<file path="src/rtl/bcd_display_scan.sv">
// bcd_display_scan: latches a packed BCD word and time-multiplexes it onto a common-anode 7-segment display
module bcd_display_scan #(
  parameter int DIGITS         = 5,
  parameter int REFRESH_DIV    = 50000,
  parameter bit SEG_ACTIVE_LOW = 1'b1,
  parameter bit AN_ACTIVE_LOW  = 1'b1
) (
  input  logic                clk,
  input  logic                rst_n,
  input  logic [4*DIGITS-1:0] bcdin,
  input  logic                load,
  input  logic                blank_lz,
  output logic [DIGITS-1:0]   an,
  output logic [6:0]          seg,
  output logic                dp,
  output logic                err
);
  localparam int CW = REFRESH_DIV > 1 ? $clog2(REFRESH_DIV) : 1;
  localparam int IW = DIGITS > 1 ? $clog2(DIGITS) : 1;
  logic [4*DIGITS-1:0] hold;
  logic [CW-1:0]       cnt;
  logic [IW-1:0]       idx;
  logic [3:0]          nib;
  logic                hi_zero, blank, bad_in, last;
  logic [6:0]          glyph, seg_nxt;
  logic [DIGITS-1:0]   an_nxt;
  assign last = cnt == CW'(REFRESH_DIV - 1);
  assign dp   = SEG_ACTIVE_LOW;
  // select the scanned nibble, decide blanking, decode to active-high segments
  always_comb begin
    nib     = hold[4*idx +: 4];
    hi_zero = 1'b1;
    bad_in  = 1'b0;
    for (int i = 0; i < DIGITS; i++) begin
      hi_zero = hi_zero & ((i < int'(idx)) | (hold[4*i +: 4] == 4'd0));
      bad_in  = bad_in | (bcdin[4*i +: 4] > 4'd9);
    end
    blank = blank_lz & (idx != '0) & hi_zero;
    case (nib)
      4'd0:    glyph = 7'h3F;
      4'd1:    glyph = 7'h06;
      4'd2:    glyph = 7'h5B;
      4'd3:    glyph = 7'h4F;
      4'd4:    glyph = 7'h66;
      4'd5:    glyph = 7'h6D;
      4'd6:    glyph = 7'h7D;
      4'd7:    glyph = 7'h07;
      4'd8:    glyph = 7'h7F;
      4'd9:    glyph = 7'h6F;
      default: glyph = 7'h40;
    endcase
    seg_nxt = blank ? 7'h00 : glyph;
    an_nxt  = blank ? '0 : DIGITS'(1) << idx;
  end
  // hold register, refresh scan and registered display outputs
  always_ff @(posedge clk) begin
    if (!rst_n) begin
      hold <= '0;
      cnt  <= '0;
      idx  <= '0;
      err  <= 1'b0;
      an   <= {DIGITS{AN_ACTIVE_LOW}};
      seg  <= {7{SEG_ACTIVE_LOW}};
    end else begin
      if (load) begin
        hold <= bcdin;
        err  <= bad_in;
      end
      cnt <= last ? '0 : cnt + 1'b1;
      if (last) idx <= idx == IW'(DIGITS - 1) ? '0 : idx + 1'b1;
      an  <= an_nxt ^ {DIGITS{AN_ACTIVE_LOW}};
      seg <= seg_nxt ^ {7{SEG_ACTIVE_LOW}};
    end
  end
endmodule

</file>
<file path="config.mk">
export PLATFORM = sky130hd
export DESIGN_NAME = bcd_display_scan
export DESIGN_NICKNAME = d
export VERILOG_FILES = /design/src/rtl/bcd_display_scan.sv
export SDC_FILE = /design/constraint.sdc
export NUM_CORES = 1
export LEC_CHECK = 0
export BUFFER_PORTS_ARGS = -buffer_cell sky130_fd_sc_hd__buf_2
export CAP_MARGIN = 20
export CORE_MARGIN = 4
export CORE_UTILIZATION = 25
export CTS_CLUSTER_DIAMETER = 50
export CTS_CLUSTER_SIZE = 25
export DETAILED_ROUTE_END_ITERATION = 7
export SLEW_MARGIN = 10
export SYNTH_ARGS = -nofsm -noshare
export SYNTH_HDL_FRONTEND = slang
export SYNTH_SLANG_ARGS = --single-unit
</file>
<file path="constraint.sdc">
create_clock -name clk -period 2.3 [get_ports clk]
set_clock_uncertainty 0.2 [all_clocks]
set_input_delay 0 -clock clk [delete_from_list [all_inputs] [get_ports clk]]
set_output_delay 0 -clock clk [all_outputs]
set_load 0.01 [all_outputs]
</file>
==> reports/qor.csv, run 1 <==
stage;metric;value;unit
finish;ratio of cells with drive above 1 in the final layout;0.1988;
synthesis;post-synthesis average cell area;9.334;um^2
synthesis;count of cell types in the netlist;44;
cts;CTS root buf;clkbuf_8;
finish;Final nets;357;
detailed_routing;Post-DRT Antenna Nets;0;
setup_path;Data required, critical path;2290;ps
synthesis;Post-Synthesis Cell Area;2436;um^2
power_and_ir_drop;Leakage;1.305;nW
sta;final hold violations;0;
global_routing;gr ovfl total;0;
sta;Period minus WS final;2127;ps
floorplanning;I/O Pins;38;
power_and_ir_drop;Max rail drop VDD;318.4;uV
placed_design;DP Cell Count;422;
setup_path;critical path class;flop to flop;
finish;Area growth syn-to-layout;27.94;%
finish;Core Util, Final;0.3326;
detailed_routing;DR iter-0 viols;66;
global_routing;vias in the first global route;1837;
setup_path;Slowest cell on crit path;dfxtp_1;
global_routing;first-pass GRT wire length;8.956;mm
sta;RSZ-0062 raised after global routing;false;
detailed_routing;DR vias;1929;
cts;number of buffers created by CTS;5;
global_routing;largest net degree at the start of global routing;27;
synthesis;Synth async-reset ratio;0;
power_and_ir_drop;Final Power;1.933;mW
worst_hold_path;Hold WC Path Type;input pin to flop;
synthesis;Synth Net Count;296;
setup_path;Crit Path Max Fanout;10;
sta;max frequency;470.2;MHz
detailed_routing;# DRC;0;
finish;final cell count without fillers;451;
sta;Setup Viol. Count Final;0;
floorplanning;Initial Util;0.2599;
detailed_routing;drt total wl;5.375;mm
sta;Period Utilization, post-route;0.9247;
sta;Slew headroom;0.5905;
synthesis;largest cells by area after synthesis;dfxtp_1 43%, mux2i_1 10%, nor2_1 7.4%, ha_1 5.6%, xnor2_1 2.9%;
synthesis;Synth top area share;0.4273;
finish;# diodes;0;
synthesis;most numerous cell in the Yosys netlist;dfxtp_1;
setup_path;crit-path cells;mux2_2, a22oi_4, nand2_1, nor3b_2, o21ai_1;
sta;Setup TNS;0;ps
finish;register area;1042;um^2
sta;measured slew at the worst slew-check pin;614.3;ps
setup_path;Worst Path Arrival;2110;ps
cts;worst skew pair latency;310;ps
floorplanning;Die Wd;106.7;um
synthesis;post-synth top area cell;dfxtp_1;
cts;Clk pin slew, worst setup/hold paths;90;ps
placed_design;HPWL Detailed;3.985;mm
cts;CTS tree;built;
floorplanning;core region area;9371;um^2
setup_path;CP endpoint kind;flop;
synthesis;Primary FF master, synth;dfxtp_1;
synthesis;Synth top cells by count;52 x dfxtp_1, 48 x nor2_1, 25 x mux2i_1;
setup_path;largest stage delay on the critical path;580;ps
synthesis;Cells after Synth;261;
synthesis;Syn. warnings;0;
setup_path;critical path's top delay family;flip-flops;
setup_path;Worst setup SP type;flop;
floorplanning;DIE AREA;11390;um^2
floorplanning;Rows;35;
finish;area occupied by multi-input gates;1289;um^2
sta;Max Slew Vio Count;0;
setup_path;crit path buf inv count;0;
finish;filler cell count;998;
detailed_routing;drt pass-1 iters;4;
global_routing;gr usage total;0.09825;
synthesis;EDFF count, synth;0;
placed_design;routability cong.;0.8215;
run;Max Cap Viol;0;
floorplanning;height of the chip;106.7;um
detailed_routing;vias per cell;4.277;
placed_design;Port Buf Inserts;36;
cts;setup bufs post-CTS;0;
synthesis;post-synthesis sequential area ratio;0.4273;
cts;CTS Sinks;52;
cts;CTS Buffer Depth;2;
power_and_ir_drop;Power Density;620.3;nW/um^2
synthesis;Synth Register Bits;52;
global_routing;antenna violations before repair;0;
detailed_routing;WL per Instance;11.92;um
cts;H-tree lvl count;2;
status;outcome;finished clean;
==> state kept, by name, indices dropped and copies added (netlist names) <==
register  cells
an            5
idx           3
seg           7
err           1
hold         20
cnt          16
==> worst paths after layout <==
kind / cells past startpoint / startpoint / endpoint / slack [ps]
setup reg to reg: 5 / idx[0] / seg[2] / 170
hold / removal: 3 / load / hold[6] / 90
hold reg to reg: 1 / cnt[0] / cnt[0] / 280
setup / recovery: 5 / idx[0] / seg[2] / 170
==> cell usage in the layout (no fill, tap or decap), types with 6 or more instances in the layout <==
cell           count
a21oi_1            6
buf_2             36
dfxtp_1           51
dlygate4sd3_1     22
ha_1              11
inv_1              9
mux2i_1           25
nand2_1           14
nand3_1           11
nor2_1            48
o21ai_0            9
xnor2_1            8
xor2_1             6
==> cell families after synthesis <==
family	Yosys count	share of synthesized area
AOI/OAI and AO/OA	38	0.1104
and+or+nand+nor	97	0.1916
adders and majority gates	11	0.05650
muxes	28	0.1181
other	1	0.001539
DFF	52	0.4273
buffers and inverters	20	0.04417
xor gates and xnor gates	14	0.05033
==> per-stage QoR <==
| step | setup slack, ps | instance area (um^2) | hold WS (ps) |
|---|---|---|---|
| after detailed placement | 62.40 | 2765 | 40.01 |
| after global placement | 163.6 | 2765 | 35.58 |
| after global routing | 7.371 | 3117 | 90.08 |
| after CTS | 52.98 | 3114 | 81.20 |
| final | 173.2 | 3117 | 85.30 |
| after floorplan | 191.7 | 2436 | -54.08 |
==> layer usage <==
layer  track usage  wire length [um]
met2        0.1524              2426
met1        0.1301              2677
met4       0.02740                49
met5             0                 0
met3       0.03311               220
==> cell type report <==
cell class	count	area share
Timing Repair Buffer	64	0.1469
Inverter	10	0.01204
Multi-Input combinational cell	189	0.4135
Clock inverter	2	0.01927
Sequential cell	52	0.3344
Clock buffer	5	0.02208
Tap cell	129	0.05179
==> what timing repair did <==
item	4_1_cts	5_1_grt
hold buffers	22	0
setup endpoints to repair	0	4
endpoints found under the hold margin	26	0
resized for setup	0	2
==> tightest hold or removal path, cell delays in order <==
cell     delay [ps]
buf_2           300
mux2i_1         190
nor2_1           70
==> where the power goes <==
group	leakage, nW	switching, mW	internal [mW]
registers	0.427	0.0276	0.946
clock network	0.0642	0.297	0.428
logic	0.813	0.113	0.122
total	1.30	0.438	1.50
Note: power is estimated with default switching activity, not from simulation.
==> run 2: changes to the inputs <==
--- a/config.mk
+++ b/config.mk
@@ -5,6 +5,7 @@
 export SDC_FILE = /design/constraint.sdc
 export NUM_CORES = 1
 export LEC_CHECK = 0
+export ABC_AREA = 1
 export BUFFER_PORTS_ARGS = -buffer_cell sky130_fd_sc_hd__buf_2
 export CAP_MARGIN = 20
 export CORE_MARGIN = 4
@@ -12,6 +13,7 @@
 export CTS_CLUSTER_DIAMETER = 50
 export CTS_CLUSTER_SIZE = 25
 export DETAILED_ROUTE_END_ITERATION = 7
+export GPL_TIMING_DRIVEN = 0
 export SLEW_MARGIN = 10
 export SYNTH_ARGS = -nofsm -noshare
 export SYNTH_HDL_FRONTEND = slang
==> run 2 against run 1 <==
  * Combinational power up 5%
  * Total power down 7.1%
  * Clock power down 20%
  * Utilization down 0.46 points
  * Area after synthesis up 7.9%
  * Maximum frequency up 1.3%
  * Critical path depth up 5
  * Clock-buffer cell count unchanged
  * Routed wire length up 21%
  * Design area up 8.1%
==> reports/qor.csv, run 2 <==
stage;metric;value;unit;change
floorplanning;height of the chip;110.5;um;was 106.7 um
floorplanning;DIE AREA;12210;um^2;was 11,390 um^2
cts;H-tree lvl count;2;;unchanged
finish;biggest regs;hold x20, cnt x16, seg x7;;unchanged
global_routing;gr usage total;0.1089;;was 0.09825
finish;Core Util, Final;0.3280;;was 0.3326
synthesis;count of cell types in the netlist;35;;was 44
placed_design;HPWL Detailed;4.778;mm;was 3.985 mm
setup_path;Worst Path Arrival;2100;ps;was 2110 ps
synthesis;Synth top cells by count;64 x nand2_1, 52 x dfxtp_1, 43 x inv_1;;was 52 x dfxtp_1, 48 x nor2_1, 25 x mux2i_1
sta;Max Slew Vio Count;0;;unchanged
worst_hold_path;hold depth;4;;was 3
synthesis;post-synthesis average cell area;7.339;um^2;was 9.334 um^2
floorplanning;I/O Pins;38;;unchanged
sta;measured slew at the worst slew-check pin;507.0;ps;was 614.3 ps
sta;RSZ-0062 raised after global routing;false;;unchanged
sta;slack of the critical path;201.2;ps;was 173.2 ps
cts;number of buffers created by CTS;5;;unchanged
power_and_ir_drop;Power Density;533.0;nW/um^2;was 620.3 nW/um^2
placed_design;routability cong.;0.8181;;was 0.8215
synthesis;Synth top area share;0.3962;;was 0.4273
power_and_ir_drop;Sw Pwr;0.5054;mW;was 0.4375 mW
synthesis;post-synthesis sequential area ratio;0.3962;;was 0.4273
global_routing;first-pass GRT wire length;11.30;mm;was 8.956 mm
detailed_routing;WL per Instance;11.47;um;was 11.92 um
worst_hold_path;min-delay src;load;;unchanged
global_routing;gr ovfl total;0;;unchanged
cts;hold buffer count at CTS;30;;was 22
sta;Period minus WS final;2099;ps;was 2127 ps
detailed_routing;vias per cell;4.459;;was 4.277
cts;Clk pin slew, worst setup/hold paths;120;ps;was 90 ps
sta;max frequency;476.5;MHz;was 470.2 MHz
floorplanning;Initial Util;0.2557;;was 0.2599
finish;Area growth syn-to-layout;28.29;%;was 27.94%
synthesis;largest cells by area after synthesis;dfxtp_1 40%, nand2_1 9.1%, inv_1 6.1%, nand3_1 5.7%, nor2_1 5.6%;;was dfxtp_1 43%, mux2i_1 10%, nor2_1 7.4%, ha_1 5.6%, xnor2_1 2.9%
power_and_ir_drop;Sw Ratio;0.2813;;was 0.2263
power_and_ir_drop;internal power;1.291;mW;was 1.496 mW
sta;Setup TNS;0;ps;unchanged
synthesis;Cells after Synth;358;;was 261
setup_path;R2R cell count;10;;was 5
cts;CTS Buffer Depth;2;;unchanged
setup_path;reg2reg setup slack;200;ps;was 170 ps
cts;CTS root buf;clkbuf_8;;unchanged
detailed_routing;DR iter-0 viols;169;;was 66
placed_design;pre-CTS setup slack;233.6;ps;was 62.40 ps
power_and_ir_drop;sequential power share;0.539;;was 0.504
worst_hold_path;WHS Endpoint;hold[14];;was hold[6]
setup_path;Data required, critical path;2300;ps;was 2290 ps
setup_path;FF-to-FF End;seg[3];;was seg[2]
placed_design;Port Buf Inserts;35;;was 36
power_and_ir_drop;Logic pwr share;0.138;;was 0.121
status;outcome;finished clean;;unchanged
sta;Setup Viol. Count Final;0;;unchanged
setup_path;critical path class;flop to flop;;unchanged
detailed_routing;Post-DRT Antenna Nets;0;;unchanged
finish;Reg with most FFs;hold;;unchanged
cts;CTS Sinks;52;;unchanged
setup_path;Worst setup SP type;flop;;unchanged
finish;# diodes;0;;unchanged
finish;most frequent cells in the layout;64 x nand2_1, 52 x dfxtp_1, 43 x inv_1;;was 51 x dfxtp_1, 48 x nor2_1, 36 x buf_2
cts;CTS tree;built;;unchanged
synthesis;Synth Net Count;393;;was 296
power_and_ir_drop;Max rail drop VDD;248.9;uV;was 318.4 uV
power_and_ir_drop;Final Power;1.797;mW;was 1.933 mW
power_and_ir_drop;power share of the clock group;0.324;;was 0.375
synthesis;most numerous cell in the Yosys netlist;nand2_1;;was dfxtp_1
finish;commonest non-fill, non-tap cell in the layout;nand2_1;;was dfxtp_1
floorplanning;core region area;10280;um^2;was 9371 um^2
detailed_routing;drt pass-1 iters;4;;unchanged
sta;Slew headroom;0.6620;;was 0.5905
placed_design;DP Cell Count;529;;was 422
synthesis;post-synth top area cell;dfxtp_1;;unchanged
global_routing;antenna violations before repair;0;;unchanged
global_routing;largest net degree at the start of global routing;20;;was 27
floorplanning;Rows;37;;was 35
synthesis;Post-Synthesis Cell Area;2628;um^2;was 2436 um^2
synthesis;EDFF count, synth;0;;unchanged
finish;final cell count without fillers;567;;was 451
finish;ratio of cells with drive above 1 in the final layout;0.1810;;was 0.1988
setup_path;Crit Path Max Fanout;7;;was 10
setup_path;worst reg2reg path startpoint;idx[1];;was idx[0]
worst_hold_path;Hold WC Path Type;input pin to flop;;unchanged
run;Max Cap Viol;0;;unchanged
synthesis;Primary FF master, synth;dfxtp_1;;unchanged
synthesis;Synth Register Bits;52;;unchanged
detailed_routing;# DRC;0;;unchanged
synthesis;Syn. warnings;0;;unchanged
power_and_ir_drop;Leakage;1.367;nW;was 1.305 nW
detailed_routing;DR vias;2528;;was 1,929
setup_path;CP endpoint kind;flop;;unchanged
sta;Period Utilization, post-route;0.9125;;was 0.9247
floorplanning;Die Wd;110.5;um;was 106.7 um
synthesis;Synth async-reset ratio;0;;unchanged
sta;final hold violations;0;;unchanged
cts;worst skew pair latency;320;ps;was 310 ps
global_routing;vias in the first global route;2449;;was 1,837
finish;Final nets;465;;was 357
cts;CTS resizes;0;;unchanged
detailed_routing;drt total wl;6.503;mm;was 5.375 mm
finish;max FFs per register;20;;unchanged
cts;setup bufs post-CTS;0;;unchanged
run 2: final cells by class:
| class | instances | area [um^2] |
|---|---|---|
| Fill cell | 1117 | 6907 |
| Multi-Input combinational cell | 248 | 1319 |
| Sequential cell | 52 | 1041 |
| Timing Repair Buffer | 65 | 475.5 |
| Inverter | 47 | 178.9 |
| Tap cell | 136 | 170.2 |
| Buffer | 11 | 88.84 |
| Clock buffer | 5 | 68.82 |
| Clock inverter | 3 | 28.78 |
run 2: how the worst max path moves through the flow:
stage | from | end | slack, ps
6_report | idx[1] | seg[3] | 200
5_1_grt | idx[1] | seg[0] | 20
4_1_cts | idx[1] | seg[3] | 230
3_5_place_dp | idx[1] | seg[3] | 230
3_3_place_gp | idx[1] | seg[3] | 280
2_1_floorplan | idx[1] | seg[3] | 510
run 2: stage by stage:
step,instance area (um^2),hold WS (ps)
floorplan,2628,-65.09
global placement,2973,25.63
detailed placement,2973,28.22
CTS,3371,37.29
global route,3371,96.83
finish,3371,39.13
run 2: power groups by stage:
| stage | combinational (mW) | sequential, mW | clock (mW) |
|---|---|---|---|
| 2_1_floorplan | 0.126 | 0.989 | 0 |
| 3_3_place_gp | 0.199 | 0.987 | 0 |
| 3_5_place_dp | 0.204 | 0.988 | 0 |
| 4_1_cts | 0.247 | 0.967 | 0.600 |
| 5_1_grt | 0.283 | 0.972 | 0.639 |
| 6_report | 0.247 | 0.968 | 0.582 |
run 2: layer usage:
layer | global-route usage | vias up | share of wire
met5 | 0 | - | 0
met2 | 0.1618 | 63 | 0.42
met1 | 0.1582 | 1154 | 0.51
li1 | - | 1306 | -
met3 | 0.02027 | 5 | 0.050
met4 | 0.03448 | 0 | 0.011
run 2: logic make-up after synthesis:
group / share of synthesized area
other: 0.001427
buffers and inverters: 0.1019
XOR/XNOR: 0.003334
flip-flops: 0.3962
AO/OA/AOI/OAI: 0.1452
adder cells (fa/ha/maj): 0.05238
AND/OR/NAND/NOR: 0.2995
run 2: worst max-delay path: stages, from the launching register on:
cell     delay, ps
dfxtp_1        510
inv_2          150
nor2_4         140
o21a_1         130
o21ai_0         70
nand3_1        140
inv_1          110
ha_1           290
nand2_1         70
nand3_1         90
nand3_1         70
